<file path="config.mk">
export PLATFORM = sky130hd
export DESIGN_NAME = mac_accum_seq
export DESIGN_NICKNAME = d
export VERILOG_FILES = /design/src/rtl/mac_accum_seq.sv
export SDC_FILE = /design/constraint.sdc
export NUM_CORES = 1
export LEC_CHECK = 0
export BUFFER_PORTS_ARGS = -buffer_cell sky130_fd_sc_hd__buf_2
export CAP_MARGIN = 15
export CORE_ASPECT_RATIO = 1.2
export CORE_MARGIN = 5
export CORE_UTILIZATION = 25
export DETAILED_ROUTE_END_ITERATION = 10
export SYNTH_ARGS = -nofsm -noshare
export SYNTH_HDL_FRONTEND = slang
export SYNTH_SLANG_ARGS = --single-unit
</file>
<file path="constraint.sdc">
create_clock -name clk -period 3.5 [get_ports clk]
set_input_delay 1.05 -clock clk [delete_from_list [all_inputs] [get_ports clk]]
set_output_delay 1.05 -clock clk [all_outputs]
set_load 0.02 [all_outputs]
</file>
<file path="src/rtl/mac_accum_seq.sv">
// Burst multiply-accumulate engine: accepts len_i operand pairs, accumulates x*y
// through a two-stage pipeline and returns one result with a single-cycle valid pulse.
module mac_accum_seq #(
    parameter int DATA_W   = 8,
    parameter int ACC_W    = 16,
    parameter int LEN_W    = 8,
    parameter bit SATURATE = 1'b1
) (
    input  logic              clk,
    input  logic              rstn,
    input  logic              start_i,
    input  logic [LEN_W-1:0]  len_i,
    input  logic              valid_i,
    input  logic [DATA_W-1:0] x_i,
    input  logic [DATA_W-1:0] y_i,
    output logic              ready_o,
    output logic              busy_o,
    output logic [ACC_W-1:0]  result_o,
    output logic              result_valid_o,
    output logic              ovf_o
);

    localparam int PROD_W = 2 * DATA_W;

    typedef enum logic [1:0] {
        IDLE  = 2'd0,
        ACCUM = 2'd1,
        DRAIN = 2'd2,
        DONE  = 2'd3
    } state_t;

    state_t              state_reg;
    state_t              state_next;
    logic [LEN_W-1:0]    cnt_reg;
    logic [PROD_W-1:0]   prod_reg;
    logic                pvld_reg;
    logic [ACC_W-1:0]    acc_reg;
    logic [ACC_W-1:0]    acc_next;
    logic                ovf_acc_reg;
    logic [ACC_W-1:0]    result_reg;
    logic                result_valid_reg;
    logic                ovf_reg;
    logic [ACC_W:0]      sum_wide;
    logic                start_take;
    logic                beat_accept;
    logic                last_beat;

    assign start_take  = (state_reg == IDLE) && start_i;
    assign beat_accept = (state_reg == ACCUM) && valid_i;
    assign last_beat   = beat_accept && (cnt_reg == LEN_W'(1));

    always_comb begin
        state_next = state_reg;
        case (state_reg)
            IDLE: begin
                if (start_i) begin
                    state_next = (len_i == '0) ? DONE : ACCUM;
                end
            end
            ACCUM: begin
                if (last_beat) begin
                    state_next = DRAIN;
                end
            end
            DRAIN:   state_next = DONE;
            DONE:    state_next = IDLE;
            default: state_next = IDLE;
        endcase
    end

    always_ff @(posedge clk or negedge rstn) begin
        if (!rstn) begin
            state_reg <= IDLE;
        end else begin
            state_reg <= state_next;
        end
    end

    always_ff @(posedge clk or negedge rstn) begin
        if (!rstn) begin
            cnt_reg <= '0;
        end else if (start_take) begin
            cnt_reg <= len_i;
        end else if (beat_accept) begin
            cnt_reg <= cnt_reg - LEN_W'(1);
        end
    end

    // Stage 1: register the product of each accepted beat.
    always_ff @(posedge clk or negedge rstn) begin
        if (!rstn) begin
            prod_reg <= '0;
            pvld_reg <= 1'b0;
        end else begin
            pvld_reg <= beat_accept;
            if (beat_accept) begin
                prod_reg <= x_i * y_i;
            end
        end
    end

    // Stage 2: one extra bit catches the carry out of the accumulator.
    assign sum_wide = (ACC_W+1)'(acc_reg) + (ACC_W+1)'(prod_reg);

    generate
        if (SATURATE) begin : g_sat
            // All-ones is sticky: any further add either overflows again or adds zero.
            assign acc_next = sum_wide[ACC_W] ? {ACC_W{1'b1}} : sum_wide[ACC_W-1:0];
        end else begin : g_wrap
            assign acc_next = sum_wide[ACC_W-1:0];
        end
    endgenerate

    always_ff @(posedge clk or negedge rstn) begin
        if (!rstn) begin
            acc_reg     <= '0;
            ovf_acc_reg <= 1'b0;
        end else if (start_take) begin
            acc_reg     <= '0;
            ovf_acc_reg <= 1'b0;
        end else if (pvld_reg) begin
            acc_reg <= acc_next;
            if (sum_wide[ACC_W]) begin
                ovf_acc_reg <= 1'b1;
            end
        end
    end

    // Result is published on leaving DONE, so the pulse lands in the following IDLE cycle.
    always_ff @(posedge clk or negedge rstn) begin
        if (!rstn) begin
            result_reg       <= '0;
            ovf_reg          <= 1'b0;
            result_valid_reg <= 1'b0;
        end else begin
            result_valid_reg <= (state_reg == DONE);
            if (state_reg == DONE) begin
                result_reg <= acc_reg;
                ovf_reg    <= ovf_acc_reg;
            end
        end
    end

    assign ready_o        = (state_reg == ACCUM);
    assign busy_o         = (state_reg != IDLE);
    assign result_o       = result_reg;
    assign result_valid_o = result_valid_reg;
    assign ovf_o          = ovf_reg;

endmodule

</file>
### Yosys cells after proc, flatten, opt, wreduce, memory -nomap -nowiden

Cells that the tools add are included.
W data, S select, Z words.

* register bits after elaboration: 62
* output and inout bits: 20

* eq/ne operators: 6
* reduce and logical (&&, ||, !) cells: 11
* add/sub/neg operators: 2
* $mul: 1
* multiplexer cells: 12

Operator list (number)
* $mux W16: 3
* $add A16 B16 Y17: 1
* $mul A8 B8 Y16: 1
* $mux W8: 2
* $eq A8 B1 Y1 const B: 1
* $logic_not A8 Y1: 1
* $pmux W2 S4: 1
* $reduce_bool A2 Y1: 4
* $sub A8 B1 Y8 const B: 1
* $mux W2: 3
* $eq A2 B2 Y1 const B: 2
* $reduce_and A2 Y1: 2
* $logic_and A1 B1 Y1: 3
* $mux W1: 3
* $eq A2 B1 Y1 const B: 1
* $logic_not A2 Y1: 1
* $ne A2 B1 Y1 const B: 1
* $ne A2 B2 Y1 const B: 1

### Logic depth before layout (Yosys ltp)

* depth in word-level cells: 5
* gate-level depth with buffers: 16
* gate-level depth less buffers: 16

### Worst setup path after synthesis

No wires, ideal clock.

* path type: input to register
* start: input x_i[2]
* end: register prod_reg[11]
* path slack: -1.215 ns
* path buffers: 0
* cell stages on the path: 13
* data arrival time: 4.590 ns
* library setup time: 0.125 ns
* data required time: 3.375 ns
* path through: and2_1 > fa_1 > fa_1 > fa_1 > inv_1 > fa_1 > inv_1 > ha_1 > or3_1 > o21a_1 > a21oi_1 > xnor2_1 > mux2_2

* word-level cells in the longest chain between the ends: 1

Ends and longest elaborated chain
* from (decl): line 14 `input logic [DATA_W-1:0] x_i,`
* $mul A8 B8 Y16: line 97 `prod_reg <= x_i * y_i;`
* to (signal assigned): line 97
* to (decl): line 35 `logic [PROD_W-1:0] prod_reg;`

Every way passes these cells.
A chain may end at the register's enable or synchronous reset.

### Worst setup path after layout

* start: input y_i[2]
* end: register prod_reg[13]

* word-level cells in the longest chain between the ends: 1

Ends and longest elaborated chain
* from (decl): line 15 `input logic [DATA_W-1:0] y_i,`
* $mul A8 B8 Y16: line 97

Every way passes these cells.

==> flow_summary_export.csv <==
group,metric,value,unit
yosys,synthesis.instances,553,
setup_path,number_of_cells_on_the_worst_reg_to_reg_path,10,
detailed_routing,routedLengthMet1,5506,µm
setup_path,start_kind,"input pin",
yosys,share_of_the_yosys_chip_area_belonging_to_registers,29.08,%
yosys,yosys_register_bits,62,
floorplanning,initial_core_util,25.44,%
clock_tree,tritoncts.num_buffers,9,
detailed_routing,drtPass1Iterations,4,
final_layout,p_r_area_growth_vs_syn,30.25,%
setup_path,crit_buf_inv,4,
clock_tree,cts_hold_repair.buffers,0,
detailed_routing,routed-wl-met2,5267,µm
detailed_routing,post_drt_via_cell_ratio,4.343,
yosys,syn-cell-area,5335,µm²
setup_path,slowest_stage,"sky130_fd_sc_hd__fa_1",
min_path,tightest_hold_check_type,"reg -> reg",
detailed_routing,detailroute.wirelength.met3,244,µm
outcome,violations,"negative setup slack",
clock_tree,cts_buffer_depth,2,
setup_path,path_max_fanout,6,
detailed_routing,ant_nets,0,
yosys,synthesis.nets,677,
setup_path,timing.critical_path.arrival,4620,ps
sta,setup_viol,10,
floorplanning,top_level_ports,48,
setup_path,reg2reg_slack,890,ps
setup_path,cp_slowest_stage_delay,550,ps
setup_path,worstSetupEndpointType,"register",
yosys,syn-mean-instance-area,9.648,µm²
detailed_routing,post-route-drc-count,0,
sta,timing.slew.headroom,42.11,%
yosys,yosys.cell_types.count,47,
grt,grt_max_degree,33,
setup_path,timing.critical_path.cells,"buf_8, and2_4, fa_1, fa_1, fa_1, inv_1, fa_1, inv_2, ha_4, or3_4, buf_4, o2111ai_4, nand2_1, xnor2_1, o21ai_1",
sta,final_critical_path_setup_slack,-922.0,ps
grt,antenna_violations_before_repair,0,
power_and_ir_drop,post-layout-total-power,0.005498,W
final_layout,final_cell_mix,"sky130_fd_sc_hd__dfrtp_1 (62), sky130_fd_sc_hd__inv_1 (49), sky130_fd_sc_hd__ha_1 (49), sky130_fd_sc_hd__buf_4 (49), sky130_fd_sc_hd__nand2_1 (45)",
clock_tree,ctsHtreeMaxLevel,3,
final_layout,nFillCells,2117,
floorplanning,die_w,143.4,µm
clock_tree,worst_setup_hold_path_clk_slew,50,ps
floorplanning,core_region_area,20970,µm²
sta,holdWs,495.0,ps
clock_tree,cts.sink_count,62,
setup_path,regToRegEndpoint,"acc_reg[0]",
clock_tree,cts_tree,"yes",
final_layout,final_common_cell,"sky130_fd_sc_hd__dfrtp_1",
detailed_routing,first_iter_violations,103,
grt,globalRouteOverflowTotal,0,
power_and_ir_drop,power_density,791.1,nW/µm²
floorplanning,floorplan.die.height,170.0,µm
sta,fmaxAchievable,226.1,MHz
sta,hold_viol_final,0,
sta,timing.final.crit_period,4422,ps
yosys,post_synth_and_or_nand_nor_area_fraction,14.07,%
final_layout,nets,781,
grt,grt_first_pass_wirelength,19420,µm
final_layout,register_area,1551,µm²
setup_path,criticalPathCategory,"in -> reg",
yosys,number_of_enable_flip_flop_cells_after_synthesis,0,
detailed_routing,vias,4048,
placement,place.gp.congestion,0.8307,
sta,finClkSkew,5.808,ps
floorplanning,rows,58,
yosys,synth-compound-area-share,14.82,%
detailed_routing,routed_wirelength,11200,µm
min_path,hold-path-cell-count,2,
yosys,yosys.area_share.xor_xnor,4.268,%
final_layout,antenna_cells_inserted,0,
yosys,synth_top_family_by_area,"adder cells",
yosys,synthesis.yosys.warnings,0,
yosys,synth_adder_area_share,27.72,%
job,drv_cap,0,
sta,rsz0062_at_grt,"true",
power_and_ir_drop,peakVddDrop,0.3649,mV
sta,period_share,126.3,%
sta,slew_viol_final,0,
sta,fin_setup_tns,-7161,ps
outcome,status,"complete, but fails checks",
final_layout,combined_area_of_the_multi_input_logic_cells,3770,µm²
yosys,synth_async_sr_flop_share,100.0,%
placement,dpl.hpwl,9257,µm
grt,first_global_vias,4182,
setup_path,critical_path_required,3700,ps
floorplanning,floorplan.die_area,24370,µm²
setup_path,reg2reg_from,"prod_reg[0]",
yosys,synth_ff_type,"sky130_fd_sc_hd__dfrtp_1",
detailed_routing,route.top_layer_used,"met4",
final_layout,final_layout_size_suffix_gt1_share,31.27,%
setup_path,timing.critical_path.mode_cell,"sky130_fd_sc_hd__fa_1",
power_and_ir_drop,power_leakage,3.346,nW
detailed_routing,route.detailed.wl_per_inst,12.01,µm
clock_tree,cts_root_buffer,"sky130_fd_sc_hd__clkbuf_16",
min_path,min_to,"prod_reg[9]",
yosys,synth.area.mux_share,4.808,%
min_path,hold_path.startpoint,"prod_reg[9]",
setup_path,crit_path_leading_delay_family,"adder cells",
placement,port-buffer-count,47,
grt,globalRouteTotalUtil,9.553,%
sta,transition_time_at_the_pin_with_the_least_slew_margin,866.2,ps
clock_tree,clk-insertion-delay-late,320,ps
-- cell usage after synthesis, types with 4 or more instances --
| cell | number | area share (%) |
|---|---|---|
| sky130_fd_sc_hd__dfrtp_1 | 62 | 29 |
| sky130_fd_sc_hd__o21ai_1 | 7 | 0.66 |
| sky130_fd_sc_hd__a31oi_1 | 5 | 0.59 |
| sky130_fd_sc_hd__and2_1 | 47 | 5.5 |
| sky130_fd_sc_hd__a21o_1 | 11 | 1.5 |
| sky130_fd_sc_hd__o21ai_0 | 33 | 3.1 |
| sky130_fd_sc_hd__o31ai_1 | 4 | 0.56 |
| sky130_fd_sc_hd__fa_1 | 37 | 14 |
| sky130_fd_sc_hd__a21oi_1 | 32 | 3.0 |
| sky130_fd_sc_hd__xnor2_1 | 14 | 2.3 |
| sky130_fd_sc_hd__ha_1 | 59 | 14 |
| sky130_fd_sc_hd__nand3_1 | 4 | 0.38 |
| sky130_fd_sc_hd__clkbuf_1 | 8 | 0.56 |
| sky130_fd_sc_hd__nor4_1 | 6 | 0.70 |
| sky130_fd_sc_hd__a21oi_2 | 10 | 1.6 |
| sky130_fd_sc_hd__nand2_1 | 50 | 3.5 |
| sky130_fd_sc_hd__nand2b_1 | 6 | 0.70 |
| sky130_fd_sc_hd__inv_1 | 60 | 4.2 |
| sky130_fd_sc_hd__mux2_2 | 21 | 4.4 |
| sky130_fd_sc_hd__xor2_1 | 12 | 2.0 |
| sky130_fd_sc_hd__o21bai_1 | 4 | 0.56 |
| sky130_fd_sc_hd__nor2_1 | 19 | 1.3 |
| sky130_fd_sc_hd__nor3_1 | 6 | 0.56 |
-- report_power, final --
| part | leakage (nW) | total, W | switching [W] | internal (W) |
|---|---|---|---|---|
| logic | 2.44 | 0.00343 | 0.00178 | 0.00164 |
| registers | 0.775 | 0.00129 | 0.000243 | 0.00104 |
| clock network | 0.128 | 0.000782 | 0.000307 | 0.000475 |
-- per-stage QoR --
step	instance area, µm²	setup slack, ps	cells	utilization, %
floorplan	5431	-1005	553	-
global placement	6315	-1260	907	30.11
detailed placement	6315	-1294	907	30.11
CTS	6773	-903.1	926	32.29
global route	6949	-1052	932	33.13
finish	6949	-922.0	932	33.13
-- cells by family (layout without fill, tap and decap cells) --
logic type               count (synthesis)  after routing
AND/OR/NAND/NOR                        149            149
AO/OA/AOI/OAI                          125            125
adder cells (fa/ha/maj)                 96             96
buffers and inverters                   72            181
flip-flops                              62             62
XOR/XNOR                                26             26
multiplexers                            23             23
-- area by class of cell --
type                       instances  area share, %
clock buffer                      10          3.295
clock inverter                     6         0.5582
inverter                          61          3.295
multi-input combinational        419          54.25
sequential                        62          22.33
tap                              270          4.861
timing repair buffer             104          11.42
-- what timing repair did --
| action | 4_1_cts | 5_1_grt |
|---|---|---|
| buffers inserted | 3 | 6 |
| pin swaps | 19 | 25 |
| setup endpoints to repair | 12 | 11 |
| resized for setup | 45 | 37 |
-- routing by layer --
metal | global-route usage (%) | vias up
met5 | 0 | -
met4 | 3.030 | 0
met3 | 1.518 | 10
met2 | 15.92 | 48
met1 | 12.71 | 1901
li1 | - | 2089
-- worst max path at each step --
stage,from,endpoint,cells after the start
floorplan,x_i[3],prod_reg[11],13
global placement,y_i[5],prod_reg[11],15
detailed placement,x_i[2],prod_reg[11],15
CTS,x_i[6],prod_reg[11],14
global route,y_i[7],prod_reg[13],15
finish,y_i[2],prod_reg[13],15
-- tightest hold or removal path: stages, from the launching register on --
cell and delay (ps):
sky130_fd_sc_hd__dfrtp_1 350, sky130_fd_sc_hd__nand2_1 50, sky130_fd_sc_hd__o21ai_1 60
No activity file was read; power rests on OpenSTA's default activity.
